<file path="config.mk">
export PLATFORM = sky130hd
export DESIGN_NAME = switch_nport_flat
export DESIGN_NICKNAME = d
export VERILOG_FILES = /design/src/rtl/switch_pkg.sv /design/src/rtl/switch_if.sv /design/src/rtl/switch_fifo.sv /design/src/rtl/switch_nport.sv /design/src/flat_wrapper.sv
export SDC_FILE = /design/constraint.sdc
export NUM_CORES = 1
export LEC_CHECK = 0
export BUFFER_PORTS_ARGS = -buffer_cell sky130_fd_sc_hd__buf_2
export CORE_ASPECT_RATIO = 1.5
export CORE_UTILIZATION = 35
export DETAILED_ROUTE_END_ITERATION = 8
export GPL_TIMING_DRIVEN = 1
export HOLD_SLACK_MARGIN = 0.15
export PLACE_DENSITY = 0.57
export SLEW_MARGIN = 5
export SYNTH_ARGS = -nofsm -noshare
export SYNTH_HDL_FRONTEND = slang
export SYNTH_SLANG_ARGS = --single-unit
</file>
<file path="constraint.sdc">
create_clock -name clk -period 3.15 [get_ports clk]
set_input_delay 0.315 -clock clk [delete_from_list [all_inputs] [get_ports clk]]
set_output_delay 0.315 -clock clk [all_outputs]
set_load 0.01 [all_outputs]
</file>
<file path="src/rtl/switch_pkg.sv">
// Shared types, default widths and the address-to-port routing helper for the N-port switch.
package switch_pkg;

  typedef enum logic {
    BACKPRESSURE = 1'b0,
    DROP         = 1'b1
  } drop_mode_e;

  localparam int unsigned DefAddrWidth = 8;
  localparam int unsigned DefDataWidth = 16;
  localparam int unsigned DefNumPorts  = 4;
  localparam int unsigned DefFifoDepth = 4;
  localparam int unsigned DefCntWidth  = 16;
  localparam int unsigned MaxAddrWidth = 32;

  // Top port_bits bits of an addr_width-wide address, returned right-aligned.
  function automatic logic [MaxAddrWidth-1:0] port_sel(input logic [MaxAddrWidth-1:0] addr,
                                                       input int unsigned addr_width,
                                                       input int unsigned port_bits);
    logic [MaxAddrWidth-1:0] mask;
    mask = (MaxAddrWidth'(1) << port_bits) - MaxAddrWidth'(1);
    return (addr >> (addr_width - port_bits)) & mask;
  endfunction

endpackage

</file>
<file path="src/rtl/switch_if.sv">
// Input beat handshake plus per-port output handshakes and drop counter of the N-port switch.
interface switch_if
  import switch_pkg::*;
#(
  parameter int unsigned NUM_PORTS  = DefNumPorts,
  parameter int unsigned ADDR_WIDTH = DefAddrWidth,
  parameter int unsigned DATA_WIDTH = DefDataWidth,
  parameter int unsigned CNT_WIDTH  = DefCntWidth
);
  logic                                  vld;
  logic                                  rdy;
  logic [ADDR_WIDTH-1:0]                 addr;
  logic [DATA_WIDTH-1:0]                 data;
  logic [NUM_PORTS-1:0]                  out_vld;
  logic [NUM_PORTS-1:0]                  out_rdy;
  logic [NUM_PORTS-1:0][ADDR_WIDTH-1:0]  out_addr;
  logic [NUM_PORTS-1:0][DATA_WIDTH-1:0]  out_data;
  logic [CNT_WIDTH-1:0]                  drop_cnt;

  modport master (
    output vld, addr, data, out_rdy,
    input  rdy, out_vld, out_addr, out_data, drop_cnt
  );

  modport slave (
    input  vld, addr, data, out_rdy,
    output rdy, out_vld, out_addr, out_data, drop_cnt
  );

  modport switch_nport_mp (
    input  vld, addr, data, out_rdy,
    output rdy, out_vld, out_addr, out_data, drop_cnt
  );

endinterface

</file>
<file path="src/rtl/switch_fifo.sv">
// Per-port FIFO with wrap-bit pointers and a registered head-of-queue output (no fall-through).
module switch_fifo #(
  parameter int unsigned WIDTH = 24,
  parameter int unsigned DEPTH = 4
) (
  input  logic             clk,
  input  logic             rstn,
  input  logic             push,
  input  logic [WIDTH-1:0] din,
  output logic             full,
  input  logic             pop,
  output logic [WIDTH-1:0] dout,
  output logic             empty
);

  localparam int unsigned AW = $clog2(DEPTH);

  logic [WIDTH-1:0] mem_q [DEPTH];
  logic [AW:0]      wr_ptr_q, wr_ptr_d;
  logic [AW:0]      rd_ptr_q, rd_ptr_d;
  logic [WIDTH-1:0] dout_q, dout_d;
  logic             do_push, do_pop, last;

  assign empty   = (wr_ptr_q == rd_ptr_q);
  assign full    = (wr_ptr_q[AW-1:0] == rd_ptr_q[AW-1:0]) && (wr_ptr_q[AW] != rd_ptr_q[AW]);
  assign do_push = push && !full;
  assign do_pop  = pop && !empty;
  assign last    = ((wr_ptr_q - rd_ptr_q) == {{AW{1'b0}}, 1'b1});
  assign dout    = dout_q;

  always_comb begin
    wr_ptr_d = wr_ptr_q;
    rd_ptr_d = rd_ptr_q;
    dout_d   = dout_q;
    if (do_push) begin
      wr_ptr_d = wr_ptr_q + {{AW{1'b0}}, 1'b1};
    end
    if (do_pop) begin
      rd_ptr_d = rd_ptr_q + {{AW{1'b0}}, 1'b1};
    end
    // Keep dout_q equal to the entry that will be at the head after this edge.
    if (do_pop) begin
      if (!last) begin
        dout_d = mem_q[rd_ptr_d[AW-1:0]];
      end else if (do_push) begin
        dout_d = din;
      end
    end else if (do_push && empty) begin
      dout_d = din;
    end
  end

  always_ff @(posedge clk or negedge rstn) begin
    if (!rstn) begin
      wr_ptr_q <= '0;
      rd_ptr_q <= '0;
      dout_q   <= '0;
    end else begin
      wr_ptr_q <= wr_ptr_d;
      rd_ptr_q <= rd_ptr_d;
      dout_q   <= dout_d;
    end
  end

  always_ff @(posedge clk) begin
    if (do_push) begin
      mem_q[wr_ptr_q[AW-1:0]] <= din;
    end
  end

endmodule

</file>
<file path="src/rtl/switch_nport.sv">
// Routes each input beat to one of NUM_PORTS output FIFOs by its address MSBs; on a full FIFO it
// either backpressures the source or accepts and discards the beat, counting the drop.
module switch_nport
  import switch_pkg::*;
#(
  parameter int unsigned ADDR_WIDTH   = DefAddrWidth,
  parameter int unsigned DATA_WIDTH   = DefDataWidth,
  parameter int unsigned NUM_PORTS    = DefNumPorts,
  parameter int unsigned FIFO_DEPTH   = DefFifoDepth,
  parameter drop_mode_e  DROP_ON_FULL = BACKPRESSURE,
  parameter int unsigned CNT_WIDTH    = DefCntWidth
) (
  input  logic                   clk,
  input  logic                   rstn,
  switch_if.switch_nport_mp      bus
);

  localparam int unsigned PortBits = $clog2(NUM_PORTS);
  localparam int unsigned EntryW   = ADDR_WIDTH + DATA_WIDTH;

  logic [PortBits-1:0]                  sel;
  logic [NUM_PORTS-1:0]                 full, empty, push, pop;
  logic                                 xfer, drop;
  logic [CNT_WIDTH-1:0]                 drop_cnt_q, drop_cnt_d;
  logic [NUM_PORTS-1:0][ADDR_WIDTH-1:0] head_addr;
  logic [NUM_PORTS-1:0][DATA_WIDTH-1:0] head_data;

  assign sel  = PortBits'(port_sel(MaxAddrWidth'(bus.addr), ADDR_WIDTH, PortBits));
  // rdy depends only on the FIFO fill state, never on out_rdy.
  assign bus.rdy = (DROP_ON_FULL == DROP) ? 1'b1 : !full[sel];
  assign xfer = bus.vld && bus.rdy;
  assign drop = xfer && full[sel];
  assign pop  = ~empty & bus.out_rdy;

  always_comb begin
    push = '0;
    if (xfer && !full[sel]) begin
      push[sel] = 1'b1;
    end
  end

  always_comb begin
    drop_cnt_d = drop_cnt_q;
    if (drop && (drop_cnt_q != '1)) begin
      drop_cnt_d = drop_cnt_q + {{(CNT_WIDTH-1){1'b0}}, 1'b1};
    end
  end

  always_ff @(posedge clk or negedge rstn) begin
    if (!rstn) begin
      drop_cnt_q <= '0;
    end else begin
      drop_cnt_q <= drop_cnt_d;
    end
  end

  for (genvar p = 0; p < NUM_PORTS; p++) begin : g_port
    logic [EntryW-1:0] dout;

    switch_fifo #(
      .WIDTH (EntryW),
      .DEPTH (FIFO_DEPTH)
    ) u_fifo (
      .clk   (clk),
      .rstn  (rstn),
      .push  (push[p]),
      .din   ({bus.addr, bus.data}),
      .full  (full[p]),
      .pop   (pop[p]),
      .dout  (dout),
      .empty (empty[p])
    );

    assign head_addr[p] = dout[EntryW-1 -: ADDR_WIDTH];
    assign head_data[p] = dout[DATA_WIDTH-1:0];
  end

  assign bus.out_vld  = ~empty;
  assign bus.out_addr = head_addr;
  assign bus.out_data = head_data;
  assign bus.drop_cnt = drop_cnt_q;

endmodule
</file>
<file path="src/flat_wrapper.sv">
// flat-port wrapper written by rule: the top's interface ports become plain ports
module switch_nport_flat import switch_pkg::*;
#(
  parameter int unsigned ADDR_WIDTH   = DefAddrWidth,
  parameter int unsigned DATA_WIDTH   = DefDataWidth,
  parameter int unsigned NUM_PORTS    = DefNumPorts,
  parameter int unsigned FIFO_DEPTH   = DefFifoDepth,
  parameter drop_mode_e  DROP_ON_FULL = BACKPRESSURE,
  parameter int unsigned CNT_WIDTH    = DefCntWidth
)
  (clk, rstn, bus_vld, bus_addr, bus_data, bus_out_rdy, bus_rdy, bus_out_vld, bus_out_addr, bus_out_data, bus_drop_cnt);
  switch_if #(.NUM_PORTS(NUM_PORTS), .ADDR_WIDTH(ADDR_WIDTH), .DATA_WIDTH(DATA_WIDTH), .CNT_WIDTH(CNT_WIDTH)) bus_i ();
  input  logic clk;
  input  logic rstn;
  input wire logic [$bits(bus_i.vld)-1:0] bus_vld;
  input wire logic [$bits(bus_i.addr)-1:0] bus_addr;
  input wire logic [$bits(bus_i.data)-1:0] bus_data;
  input wire logic [$bits(bus_i.out_rdy)-1:0] bus_out_rdy;
  output wire logic [$bits(bus_i.rdy)-1:0] bus_rdy;
  output wire logic [$bits(bus_i.out_vld)-1:0] bus_out_vld;
  output wire logic [$bits(bus_i.out_addr)-1:0] bus_out_addr;
  output wire logic [$bits(bus_i.out_data)-1:0] bus_out_data;
  output wire logic [$bits(bus_i.drop_cnt)-1:0] bus_drop_cnt;
  assign bus_i.vld = bus_vld;
  assign bus_i.addr = bus_addr;
  assign bus_i.data = bus_data;
  assign bus_i.out_rdy = bus_out_rdy;
  assign bus_rdy = bus_i.rdy;
  assign bus_out_vld = bus_i.out_vld;
  assign bus_out_addr = bus_i.out_addr;
  assign bus_out_data = bus_i.out_data;
  assign bus_drop_cnt = bus_i.drop_cnt;
  switch_nport #(.ADDR_WIDTH(ADDR_WIDTH), .DATA_WIDTH(DATA_WIDTH), .NUM_PORTS(NUM_PORTS), .FIFO_DEPTH(FIFO_DEPTH), .DROP_ON_FULL(DROP_ON_FULL), .CNT_WIDTH(CNT_WIDTH)) u_core (.clk(clk), .rstn(rstn), .bus(bus_i));
endmodule
</file>
# Yosys cells after proc, flatten, opt, wreduce, memory -nomap -nowiden
# Memory sizes are Yosys's and may differ from the RTL's.
# Cells that the tools add are included.
[op_classes]
n_eq_ne = 21
n_lt_le_gt_ge = 2
reduce_logical = 38
shift = 0
add_sub_neg = 13
muxes = 33
n_div = 0
bitwise_logic = 2
mul = 0
[ops]
columns = ["operator", "n"]
rows = [
  ["$mux W24", 16],
  ["$add A3 B1 Y3 const B", 8],
  ["$logic_and A1 B1 Y1", 21],
  ["$add A16 B1 Y16 const B", 1],
  ["$ne A16 B16 Y1 const B", 1],
  ["$eq A3 B1 Y1 const B", 4],
  ["$eq A3 B3 Y1", 4],
  ["$ne A3 B3 Y1 const B", 4],
  ["$sub A3 B3 Y3", 4],
  ["$mux W1", 10],
  ["$logic_not A1 Y1", 9],
  ["$eq A2 B2 Y1", 4],
  ["$mux W2", 4],
  ["$reduce_and A2 Y1", 4],
  ["$reduce_bool A2 Y1", 4],
  ["$and A4 B4 Y4", 1],
  ["$mux W4", 1],
  ["$ne A1 B1 Y1", 4],
  ["$not A4 Y4", 1],
  ["$lt A2 B3 Y1 const B", 1],
  ["$bmux W1 S2", 1],
  ["$demux W1 S2", 1],
  ["$ge A2 B1 Y1 const B", 1],
]
[word_totals]
latch_bits = 0
n_memories = 4
reg_bits = 136
out_inout_bits = 117
ram_bits = 384
elab_cells = 130
inputBits = 31
rom_bits = 0
[memory_table]
columns = ["memory", "depth", "word_bits", "rd", "rd_clocked_by_memory_dff", "write_ports", "line_no", "rtl"]
rows = [
  ["u_core.g_port[0].u_fifo.mem_q", 4, 24, 1, 0, 1, "switch_fifo.sv:18", "logic [WIDTH-1:0] mem_q [DEPTH];"],
  ["u_core.g_port[1].u_fifo.mem_q", 4, 24, 1, 0, 1, "switch_fifo.sv:18", ""],
  ["u_core.g_port[2].u_fifo.mem_q", 4, 24, 1, 0, 1, "switch_fifo.sv:18", ""],
  ["u_core.g_port[3].u_fifo.mem_q", 4, 24, 1, 0, 1, "switch_fifo.sv:18", ""],
]

# Longest topological paths before layout
[logic_depth]
word_depth = 12
mapped_depth = 11
depth_no_buf = 9

# Hierarchy
# A second synthesis with hierarchy kept.
[hier_totals]
hier_cells = 1708
area_unflattened_um2 = 23147.2
[by_module_without_submodules]
columns = ["module", "cells_each", "instances", "area_per_inst_um2", "seq_area_each_um2"]
rows = [
  ["switch_fifo (u_core.g_port[1].u_fifo ...)", 424, 3, 5637.9, 3633.5],
  ["switch_fifo (u_core.g_port[0].u_fifo)", 389, 1, 5669.2, 3633.5],
  ["switch_nport", 47, 1, 564.3, 400.4],
]

# Worst setup path before layout
# Ideal clock, no wire load.
[synth_path]
kind = "register -> register"
from = "reg u_core.g_port[3].u_fifo.wr_ptr_q[0]"
to = "reg u_core.g_port[3].u_fifo.dout_q[4]"
t_required_ns = 3.026
path_stages_with_launch = 12
path_slack_ns = 0.632
period_less_slack_ns = 2.518
arrival_ns = 2.394
setup_ns = 0.124
n_path_buf = 2
path_cell_list = "dfrtp_1 > inv_1 > ha_1 > inv_1 > fa_1 > or2_2 > or2_1 > buf_2 > buf_1 > nand4b_1 > o221ai_1 > a211o_1"
[synth_between]
elab_chain_cells = 12
elab_cells_between_ends = 25
cone_classes = "add/sub: 1; eq/ne: 4; mux: 6; bitwise: 2; reduce/logical: 11; memory: 1"
[synth_lines]
columns = ["item", "line_no", "rtl"]
rows = [
  ["start, declared", "switch_fifo.sv:19", "logic [AW:0] wr_ptr_q, wr_ptr_d;"],
  ["start signal, assigned", "switch_fifo.sv:59", "wr_ptr_q <= wr_ptr_d;"],
  ["$eq A2 B2 Y1", "switch_fifo.sv:25", "assign full = (wr_ptr_q[AW-1:0] == rd_ptr_q[AW-1:0]) && (wr_ptr_q[AW] != rd_ptr_q[AW]);"],
  ["$logic_and A1 B1 Y1", "switch_fifo.sv:25", ""],
  ["$bmux W1 S2", "switch_nport.sv:30, switch_nport.sv:37", ""],
  ["$mux W1 (not written as such)", "switch_nport.sv:30, switch_nport.sv:37", ""],
  ["$logic_not A1 Y1", "switch_nport.sv:30, switch_nport.sv:37", ""],
  ["$logic_and A1 B1 Y1", "switch_nport.sv:31", "assign xfer = bus.vld && bus.rdy;"],
  ["$logic_and A1 B1 Y1", "switch_nport.sv:37", "if (xfer && !full[sel]) begin"],
  ["$mux W4", "switch_nport.sv:37", ""],
  ["$logic_and A1 B1 Y1", "switch_fifo.sv:26", "assign do_push = push && !full;"],
  ["$logic_and A1 B1 Y1", "switch_fifo.sv:48", "end else if (do_push && empty) begin"],
  ["$reduce_bool A2 Y1 (no source line)", "-", ""],
  ["$reduce_and A2 Y1 (no source line)", "-", ""],
  ["end signal, assigned", "switch_fifo.sv:61", "dout_q <= dout_d;"],
  ["end, declared", "switch_fifo.sv:21", "logic [WIDTH-1:0] dout_q, dout_d;"],
]
# Several ways; a longest one is shown, not always the timed one. The select of a mux whose other input is x is not followed.
# A chain may end at the register's enable or synchronous reset.

# Worst setup path after layout
[layout_path]
from = "reg u_core.g_port[1].u_fifo.wr_ptr_q[0]"
to = "out bus_out_vld[1]"
[layout_between]
elab_chain_cells = 2
[layout_lines]
columns = ["item", "line_no", "rtl"]
rows = [
  ["start, declared", "switch_fifo.sv:19", ""],
  ["start signal, assigned", "switch_fifo.sv:59", ""],
  ["$eq A3 B3 Y1", "switch_fifo.sv:24", "assign empty = (wr_ptr_q == rd_ptr_q);"],
  ["$not A4 Y4", "switch_nport.sv:78", "assign bus.out_vld = ~empty;"],
  ["end, declared", "flat_wrapper.sv:20", "output wire logic [$bits(bus_i.out_vld)-1:0] bus_out_vld;"],
]
# Every way passes these cells.

==> impl_metrics.py <==
metrics = {
    "timing": {
        "fmaxAchievable_mhz": 330.4,
        "final_critical_path_required_period_ns": 3.027,
        "final.setup_skew_ns": 0.01353,
        "final-hold-violation-count": 0,
        "setup_violations": 0,
        "worst-slew-pin-transition_ns": 0.8207,
        "final_min_period_over_clock_period": 0.9609,
        "final_setup_margin_ns": 0.1231,
        "rsz_0062_raised_after_global_routing": "no",
        "final.setup.tns_ns": 0,
        "slew_headroom": 0.4529,
        "slew_violations": 0,
    },
    "setup_path": {
        "worst-endpoint-arrival_ns": 2.71,
        "crit_path_kind": "reg2out",
        "critical_path_required_ns": 2.83,
        "regToRegEndpoint": "u_core.g_port[1].u_fifo.dout[23]",
        "worst_r2r_startpoint": "u_core.g_port[1].u_fifo.wr_ptr_q[0]",
        "timing.reg2reg.setup_slack_ns": 0.37,
        "worstPathMaxFanout": 24,
        "worstSetupEndpointType": "output port",
        "crit_path_start_kind": "flop",
        "rr_worst_depth": 9,
    },
    "logic_synthesis": {
        "post_synth_inst_count": 1469,
        "synth.mux.area_fraction": 0.06150,
        "synth_xor_xnor_area_share": 0.01442,
        "synth-edff-count": 384,
        "synth-simple-area-share": 0.05832,
        "yosys_register_bits": 520,
        "ys.flop_type": "edfxtp_1",
        "postSynth.asyncResetShare": 0.2615,
        "ys_warn_count": 0,
        "synthesis.nets": 1532,
        "synthDistinctLibCells": 64,
        "netlist_area_sq_mm": 0.02169,
        "synthesis.area_per_instance_sq_um": 14.76,
        "synth_compound_gate_area_share": 0.1224,
        "synth_top_family_by_area": "compound AO/OA/AOI/OAI gates",
        "synth-adder-area-share": 0.01985,
        "synth.yosys.seq_area_share": 0.6886,
    },
    "clocking": {
        "cts_buffers": 50,
        "post-cts-setup-buffer-count": 0,
        "cts-root-to-sink-buffers": 3,
        "cts.htree.levels": 2,
        "cts_num_sinks": 520,
        "clk-insertion-delay-late_ns": 0.60,
        "path_clk_slew_ns": 0.07,
        "tritoncts_clock_tree": "done",
        "clock_tree.root_cell": "clkbuf_16",
    },
    "grt": {
        "met1_track_utilization_from_global_routing": 0.2326,
        "groute.layer.met2.usage": 0.3125,
        "first_global_vias": 13850,
        "maximum_number_of_pins_on_one_net_before_global_route_repair": 69,
        "grt_pass1_wl_um": 87080,
        "grt_util_all_layers": 0.1861,
        "number_of_antenna_violations_at_the_first_check_in_global_routing": 0,
        "grt_use_met3": 0.03148,
        "globalRoute.busiestLayer": "met2",
        "global_route.overflow_total": 0,
    },
    "min_path": {
        "min-delay-start": "bus_addr[1]",
        "hold_path_end": "u_core.g_port[2].u_fifo.dout[17]",
        "hold_class": "in2reg",
        "holdPathStages": 3,
    },
    "power": {
        "p_int_w": 0.01693,
        "combPwrFrac": 0.441,
        "peak_ir_drop_on_the_vdd_network_mv": 0.6083,
        "p_leak_nw": 9.308,
        "power_per_cell_area_mw_per_mm2": 1094,
        "netSwitchingFraction": 0.3904,
        "switching_power_w": 0.01085,
        "share_seq_of_total_power": 0.335,
        "clockPowerShare": 0.223,
    },
    "status": {
        "status": "completed",
    },
    "layout": {
        "insertedDiodeCount": 0,
        "num-fill-cells": 5544,
        "post-route-cell-area_sq_mm": 0.02538,
        "drive_above_1_share": 0.2229,
        "finish.net_count": 1699,
        "area_growth_pct": 17.03,
    },
    "die": {
        "die-area_sq_mm": 0.06299,
        "std_cell_rows": 111,
        "top_level_ports": 148,
        "core_area_sq_mm": 0.06125,
        "floorplan.initialDensity": 0.3541,
        "fp.dieH_um": 306.9,
        "dieWidth_um": 205.3,
    },
    "drt": {
        "drtIter0Drc": 1085,
        "antenna_violating_nets_post_route": 0,
        "totalWireLength_um": 58320,
        "vias": 13440,
        "post-route-drc-count": 0,
        "vias_per_cell": 5.443,
        "routedWlPerCell_um": 23.62,
        "dr_pass1_iterations": 5,
    },
    "place": {
        "io_buffers": 147,
        "post_dp_cell_area_sq_mm": 0.02362,
        "dp_hpwl_um": 36120,
        "dp_slack_ns": 0.1798,
        "gp_routability_congestion": 0.8063,
    },
    "flow_run": {
        "max_cap_violations": 0,
    },
}
## metrics by stage
step	total power (W)	util	instances	hold slack [ns]
2_1_floorplan	0.01753	-	1469	0.01941
3_3_place_gp	0.02149	0.3857	2370	0.3597
3_5_place_dp	0.02175	0.3857	2370	0.3604
4_1_cts	0.02805	0.4142	2469	0.1620
5_1_grt	0.02946	0.4144	2469	0.2024
6_report	0.02778	0.4144	2469	0.2066
## how the worst max path moves through the flow
stage                     slack [ns]                                to                                 from  depth (start not counted)
after detailed placement        0.18  u_core.g_port[1].u_fifo.dout[19]  u_core.g_port[1].u_fifo.wr_ptr_q[0]                         10
after CTS                       0.06                           bus_rdy  u_core.g_port[2].u_fifo.rd_ptr_q[1]                          8
after global placement          0.26  u_core.g_port[1].u_fifo.dout[14]  u_core.g_port[1].u_fifo.wr_ptr_q[0]                         10
after global routing           0.008                           bus_rdy  u_core.g_port[2].u_fifo.rd_ptr_q[1]                          8
after floorplan                 0.63   u_core.g_port[3].u_fifo.dout[4]  u_core.g_port[3].u_fifo.wr_ptr_q[0]                         11
final                           0.12                    bus_out_vld[1]  u_core.g_port[1].u_fifo.wr_ptr_q[0]                          8
## flip-flops by register name, indices dropped and copies added (netlist names)
name	flops
u_core.g_port.u_fifo.rd_ptr_q	12
u_core.g_port.u_fifo.wr_ptr_q	12
u_core.g_port.u_fifo.mem_q	384
u_core.g_port.u_fifo.dout	96
u_core.bus.drop_cnt	16
## critical path, stage by stage, from the launching register on
cell	delay [ns]
dfrtp_1	0.38
inv_1	0.12
ha_1	0.42
nand2_1	0.15
buf_4	0.23
nor2_1	0.13
buf_4	0.39
inv_2	0.12
buf_2	0.17
## cell usage in the layout, fill, tap and decap left out, types with 5 or more instances in the layout
cell type,synthesis,routed
edfxtp_1,384,384
nor2b_1,24,24
clkbuf_16,0,54
nand4b_1,23,23
clkinv_1,0,6
nand2_1,35,35
buf_4,4,72
nand4_1,23,23
inv_1,71,71
ha_1,28,27
mux2i_1,70,70
a211oi_1,43,43
o22ai_1,85,85
a2111oi_2,20,19
a211o_1,23,23
clkinv_2,0,8
nand3_1,9,9
xnor2_1,10,10
dlygate4sd3_1,0,5
xor2_1,8,8
o221ai_1,44,44
dfrtp_1,136,136
clkbuf_8,0,5
a31oi_1,24,24
nor2_1,98,96
clkbuf_1,79,12
and2_1,18,18
buf_12,0,7
buf_2,27,146
a221oi_1,5,5
o21ai_0,28,28
mux4_2,25,25
a21oi_1,50,50
## repair_timing
action,in CTS,in global routing
hold buffers,5,0
gates resized for setup,1,3
endpoints found under the setup margin,1,8
hold endpoints to repair,76,0
cloned,0,0
## power groups by stage
stage | Sequential, W | Clock, W | Combinational (W)
finish | 0.00932 | 0.00620 | 0.0123
global route | 0.00944 | 0.00659 | 0.0134
CTS | 0.00933 | 0.00636 | 0.0124
detailed placement | 0.00946 | 0 | 0.0123
global placement | 0.00942 | 0 | 0.0121
floorplan | 0.00952 | 0 | 0.00801
## final cells by class
type / instances / area [sq um] / share of cell area
clock inverter: 23 / 225.2 / 0.008873
sequential: 520 / 14930 / 0.5884
timing repair buffer: 231 / 1473 / 0.05802
inverter: 73 / 274.0 / 0.01080
tap: 791 / 989.7 / 0.03899
clock buffer: 71 / 1465 / 0.05772
multi-input combinational: 760 / 6021 / 0.2372
## cells in the mapped netlist (23+ instances only)
cell | count | area, sq um
mux4_2 | 25 | 563.0
o21ai_0 | 28 | 140.1
nand4_1 | 23 | 143.9
buf_2 | 27 | 135.1
edfxtp_1 | 384 | 11530
mux2i_1 | 70 | 700.7
clkbuf_1 | 79 | 296.5
o22ai_1 | 85 | 531.8
dfrtp_1 | 136 | 3403
nor2b_1 | 24 | 150.1
nand4b_1 | 23 | 201.4
a21oi_1 | 50 | 250.2
a211o_1 | 23 | 201.4
nor2_1 | 98 | 367.9
o221ai_1 | 44 | 385.4
a31oi_1 | 24 | 150.1
a211oi_1 | 43 | 322.8
nand2_1 | 35 | 131.4
inv_1 | 71 | 266.5
ha_1 | 28 | 350.3
## cells by family after synthesis
group           after synthesis
buf+inv                     189
xor+xnor                     26
simple gates                247
flops                       520
mux                         101
fa+ha+maj                    32
compound gates              354
## layer usage
layer / part of all wire / vias up
li1: - / 6013
met1: 0.41 / 6959
met2: 0.50 / 364
met3: 0.048 / 103
met4: 0.042 / 0
met5: 0 / -
Note: power is estimated with default switching activity, not from simulation.
